### config.mk
export PLATFORM = sky130hd
export DESIGN_NAME = index_decoder_hold
export DESIGN_NICKNAME = d
export VERILOG_FILES = /design/src/rtl/index_decoder_hold.sv
export SDC_FILE = /design/constraint.sdc
export NUM_CORES = 1
export LEC_CHECK = 0
export ABC_AREA = 1
export CORE_MARGIN = 10
export CORE_UTILIZATION = 48
export CTS_CLUSTER_DIAMETER = 50
export CTS_CLUSTER_SIZE = 12
export DETAILED_ROUTE_END_ITERATION = 6
export GPL_ROUTABILITY_DRIVEN = 0
export PLACE_DENSITY_LB_ADDON = 0.05
export SYNTH_ARGS = -nofsm -noshare
export SYNTH_HDL_FRONTEND = slang
export SYNTH_SLANG_ARGS = --single-unit
### constraint.sdc
create_clock -name clk -period 1.7 [get_ports clk]
set_input_delay 0.34 -clock clk [delete_from_list [all_inputs] [get_ports clk]]
set_output_delay 0.34 -clock clk [all_outputs]
set_load 0.005 [all_outputs]
### src/rtl/index_decoder_hold.sv
// Sequential 3-to-8 index decoder: a handshaked 3-bit code becomes a registered one-hot
// select held for HOLD_CYC cycles, with a sticky pending vector and a duplicate-event counter.
module index_decoder_hold #(
    parameter int HOLD_CYC = 2,
    parameter int CNT_W    = 4
) (
    input  logic             clk,
    input  logic             rst_n,
    input  logic             in_valid,
    input  logic [2:0]       in_code,
    output logic             in_ready,
    input  logic             clr_valid,
    input  logic [2:0]       clr_code,
    input  logic             dup_clr,
    output logic [7:0]       onehot,
    output logic             hold_active,
    output logic [7:0]       pending,
    output logic [CNT_W-1:0] dup_cnt
);

    typedef enum logic {IDLE, HOLD} state_t;

    localparam logic [3:0]       LAST_CNT = 4'(HOLD_CYC - 1);
    localparam logic [CNT_W-1:0] DUP_MAX  = '1;

    state_t           state_reg;
    logic [3:0]       hold_cnt_reg;
    logic [7:0]       onehot_reg;
    logic [7:0]       pending_reg;
    logic [7:0]       pending_next;
    logic [7:0]       set_hit;
    logic [7:0]       clr_hit;
    logic [CNT_W-1:0] dup_cnt_reg;
    logic             accept;

    // Ready depends only on state and counter, so no input reaches an output combinationally.
    assign in_ready    = (state_reg == IDLE) || (hold_cnt_reg == LAST_CNT);
    assign accept      = in_valid && in_ready;
    assign onehot      = onehot_reg;
    assign hold_active = (state_reg == HOLD);
    assign pending     = pending_reg;
    assign dup_cnt     = dup_cnt_reg;

    // Set wins over a same-cycle clear of the same bit.
    generate
        for (genvar gi = 0; gi < 8; gi++) begin : g_pending
            assign set_hit[gi]      = accept && (in_code == 3'(gi));
            assign clr_hit[gi]      = clr_valid && (clr_code == 3'(gi));
            assign pending_next[gi] = (pending_reg[gi] & ~clr_hit[gi]) | set_hit[gi];
        end
    endgenerate

    always_ff @(posedge clk or negedge rst_n) begin
        if (!rst_n) begin
            state_reg    <= IDLE;
            hold_cnt_reg <= '0;
            onehot_reg   <= '0;
        end else begin
            case (state_reg)
                IDLE: begin
                    if (accept) begin
                        state_reg    <= HOLD;
                        onehot_reg   <= 8'h01 << in_code;
                        hold_cnt_reg <= '0;
                    end
                end
                HOLD: begin
                    if (hold_cnt_reg == LAST_CNT) begin
                        if (accept) begin
                            onehot_reg   <= 8'h01 << in_code;
                            hold_cnt_reg <= '0;
                        end else begin
                            state_reg    <= IDLE;
                            onehot_reg   <= '0;
                            hold_cnt_reg <= '0;
                        end
                    end else begin
                        hold_cnt_reg <= hold_cnt_reg + 4'd1;
                    end
                end
                default: begin
                    state_reg    <= IDLE;
                    onehot_reg   <= '0;
                    hold_cnt_reg <= '0;
                end
            endcase
        end
    end

    always_ff @(posedge clk or negedge rst_n) begin
        if (!rst_n) begin
            pending_reg <= '0;
        end else begin
            pending_reg <= pending_next;
        end
    end

    // Duplicate test uses the pre-edge pending bit, so a same-cycle clear still counts.
    always_ff @(posedge clk or negedge rst_n) begin
        if (!rst_n) begin
            dup_cnt_reg <= '0;
        end else if (dup_clr) begin
            dup_cnt_reg <= '0;
        end else if (accept && pending_reg[in_code] && (dup_cnt_reg != DUP_MAX)) begin
            dup_cnt_reg <= dup_cnt_reg + 1'b1;
        end
    end

endmodule

# Word-level counts from Yosys, hierarchy flattened
# Cells that the tools add are included.
# W data, S select, Z words.
# totals
word_cells,90
output_inout_bits,22
regBits,25
in_bits,11
# classes
n_reduce_logical,24
addsub,2
mux,14
n_eq_ne,18
shifts,1
order_cmp,1
n_bitwise,25
# op_table
operator,count
$eq A3 B3 Y1 const B,8
$mux W8,3
$logic_and A1 B1 Y1,19
$mux W4,4
$pmux W8 S2,1
$eq A3 B2 Y1 const B,4
$not A1 Y1,9
$add A4 B1 Y4 const B,2
$and A1 B1 Y1,8
$or A1 B1 Y1,8
$pmux W4 S2,1
$shl A1 B3 Y8 const A,1
$eq A3 B1 Y1 const B,2
$logic_not A3 Y1,2
$eq A4 B1 Y1 const B,1
$lt A3 B4 Y1 const B,1
$ne A4 B4 Y1 const B,1
$bmux W1 S3,1
$mux W1,3
$ne A2 B1 Y1 const B,1
$ne A2 B2 Y1 const B,1
$pmux W1 S2,1
$reduce_and A2 Y1,1
$reduce_bool A2 Y1,1
$logic_or A1 B1 Y1,1

# Longest topological paths before layout
# depth
word_depth,7
depth_mapped,10
depth_no_buf,9

# Least setup slack after synthesis
# No wires, ideal clock.
# synth_path
path_type,reg2reg
start,"reg dup_cnt_reg[0], in the netlist dup_cnt[0]"
end,"reg dup_cnt_reg[0], in the netlist dup_cnt[0]"
setup_time_ns,0.118
path_stages_with_launch,10
setup_slack_ns,0.428
synth_period_minus_slack_ns,1.272
required_ns,1.582
path_buffers,0
t_arrival_ns,1.154
cell_sequence,dfrtp_1 -> ha_1 -> nand2_1 -> inv_1 -> nand2_1 -> nand3_2 -> inv_1 -> nand3_2 -> nand3_1 -> nand2_1
# synth_between
elab_chain_cells,3
elab_cells_between_ends,6
classes_between,1 x add/sub; 1 x eq/ne; 2 x mux; 2 x reduce/logical
# synth_rtl
element,line,rtl
"start, declared",33,logic [CNT_W-1:0] dup_cnt_reg;
"start signal, assigned",105,dup_cnt_reg <= dup_cnt_reg + 1'b1;
$add A4 B1 Y4 / $ne A4 B4 Y1 (equally long branches),"105, 104",
$mux W4 / $logic_and A1 B1 Y1 (equally long branches),104,end else if (accept && pending_reg[in_code] && (dup_cnt_reg != DUP_MAX)) begin
$mux W4 / $reduce_bool A2 Y1 (equally long branches),--,
# Several ways; a longest one is shown, not always the timed one. The select of a mux whose other input is x is not followed.
# A chain may end at the register's enable or synchronous reset.

# Worst setup path in the final report
# layout_path
start,"reg dup_cnt_reg[0], in the netlist dup_cnt[0]"
end,out dup_cnt[0]
# layout_rtl
element,line,rtl
"end, declared",18,output logic [CNT_W-1:0] dup_cnt
# No word-level cell between the ends.

==> out/qor.yml <==
outcome:
  outcome: "completed"
power_and_ir_drop:
  clkPwrFrac: 0.124
  comb_power_share: 0.477
  p_per_area_nw_per_um2: 1350
  swShare: 0.371
  pwr-share-seq: 0.399
  p_leak_nw: 0.913
  p_int_mw: 1.47
  p_sw_uw: 868
  ir_drop_v: 0.000938
yosys:
  yosys.area.top_type: "dfrtp_1"
  ys_seq_area_frac: 0.485
  synthesis.nets: 173
  synth_area_per_cell_um2: 8.11
  post_synth_num_cell_types: 21
  synthCells: 159
  synth-seq-cells: 25
  synth_area_leaders: "dfrtp_1, nand2_1, o21ai_0, inv_1, ha_1"
  synth_top_cell_area_share: 0.485
  yosys_warnings: 0
  synth_area_um2: 1290
critical_path:
  path_cells: "clkdlybuf4s50_1"
  worstSetupPathDepth: 1
  crit_fanout: 5
  end_kind: "output port"
  r2r_cells: 10
  crit_family: "buffers and inverters"
  critical_path_arrival_ns: 1.31
  cp.required_ns: 1.36
  path_buf_inv: 1
  crit_path_top_delay_cell: "clkdlybuf4s50_1"
  r2r_start: "hold_cnt_reg[1]"
  setup.worst_path.start: "dup_cnt[0]"
  slowest_delay_ns: 0.54
  start_kind: "register"
  path_class: "register to output port"
clock_network:
  insertion_delay_ns: 0.33
  cts-buffers-inserted: 3
  cts_tree: "done"
  clock_sinks: 25
  clockBufferDepth: 2
  root_buffer: "clkbuf_4"
  htree_levels: 1
  hold_buffers: 0
  clk_pin_slew_ns: 0.16
place:
  port_buffers: 32
  place_area_um2: 1670
  dp.cells: 224
  dp_hpwl_um: 2460
sta:
  finClkSkew_ns: 0.00629
  setup_violations: 0
  period_share: 0.969
  tightest_slew_ns: 0.327
  fmax_mhz: 607
  rsz0062_at_grt: "no"
  report.final.slew_viol_count: 0
  finalHoldViolations: 0
  relSlewSlack: 0.782
  period_needed_ns: 1.65
  tns_ns: 0
final_layout:
  fillers: 220
  layout.nets: 218
  postLayoutCoreUtil: 0.687
  area_delta_synth_final_pct: 34.2
  fin_cells: 233
  finish.instance_area_um2: 1730
  antenna_cells: 0
  final_common_cell: "nand2_1"
  final_cell_mix: "nand2_1, clkdlybuf4s50_1, dfrtp_1, inv_1, o21ai_0"
  drive_gt1_frac: 0.153
route:
  drcViolationCount: 0
  vias_per_cell: 5.15
  first_pass_iters: 5
  wl_um: 3250
  drt-initial-drc-count: 58
  routed-via-count: 1201
  drtAntennaViolNets: 0
  avgRoutedWirePerCell_um: 13.9
flow_run:
  maxCapViolations: 0
min_path:
  hp-class: "input port to async pin"
floorplan:
  die_area_um2: 5160
  row_count: 18
  fp.dieW_um: 71.8
  pin_count: 33
  core_um2: 2520
  initial_core_util: 0.511
  die_h_um: 71.8
grt:
  overflow: 0
  grt_pass1_vias: 1270
  antenna_found_initial: 0
  grt_first_pass_wirelength_um: 5800
  grt_max_degree: 26
  grtUsageTotal: 0.134
[routing by layer]
metal | routed length, um | global-route usage
met5 | 0 | 0
met4 | 46 | 0.0516
met3 | 234 | 0.0399
met2 | 1570 | 0.226
met1 | 1400 | 0.156
[power groups by stage]
stage	registers (mW)	logic, mW	clock network, mW
2_1_floorplan	0.947	0.491	0
3_3_place_gp	0.952	1.04	0
3_5_place_dp	0.962	1.06	0
4_1_cts	0.938	1.10	0.293
5_1_grt	0.959	1.27	0.314
6_report	0.933	1.12	0.290
[cells by family after synthesis]
| group | after synthesis | synth area share |
|---|---|---|
| adders and majority gates | 3 | 0.0291 |
| and+or+nand+nor | 83 | 0.291 |
| AOI/OAI and AO/OA | 22 | 0.102 |
| xor gates and xnor gates | 2 | 0.0136 |
| DFF | 25 | 0.485 |
| buffers and inverters | 24 | 0.0795 |
[synthesized netlist by cell type]
library cell and number:
nand2_1 53, dfrtp_1 25, inv_1 21, o21ai_0 17, nor2_1 8, nand3_1 6
nand2_2 4, nand4_1 4, ha_1 3, nand3_2 3, nor2_2 3, o22ai_1 3
a21oi_4 1, buf_6 1, inv_2 1, inv_6 1, nand2_4 1, o21bai_2 1
or2_2 1, xnor2_1 1, xor2_1 1
[cell type report]
cell class                 count  area [um^2]  area share
tap                           30         37.5      0.0217
multi-input combinational    110          564       0.326
inverter                      23         91.3      0.0527
sequential                    25          626       0.361
timing repair buffer          41          383       0.221
clock inverter                 1         7.51     0.00434
clock buffer                   3         22.5      0.0130
[final timing paths]
check                              end  slack [ns]
min reg2reg                  onehot[6]        0.53
min                        hold_active        0.35
min in group clk             onehot[6]        0.53
max                         dup_cnt[0]        0.05
max in group asynchronous   pending[2]        1.10
max reg2reg                 dup_cnt[1]        0.23
[repair_timing]
| item | in CTS | in global routing |
|---|---|---|
| gates resized for setup | 2 | 2 |
| buffers inserted | 2 | 3 |
| setup endpoints to repair | 1 | 4 |
[stage by stage]
| stage | hold WS (ns) | setup slack [ns] | total power [mW] |
|---|---|---|---|
| floorplan | 0.0444 | 0.428 | 1.44 |
| global placement | 0.493 | -0.0171 | 1.99 |
| detailed placement | 0.498 | -0.0831 | 2.02 |
| CTS | 0.364 | 0.0304 | 2.34 |
| global route | 0.375 | 0.00650 | 2.54 |
| finish | 0.350 | 0.0520 | 2.34 |
(Power assumes the default switching activity.)
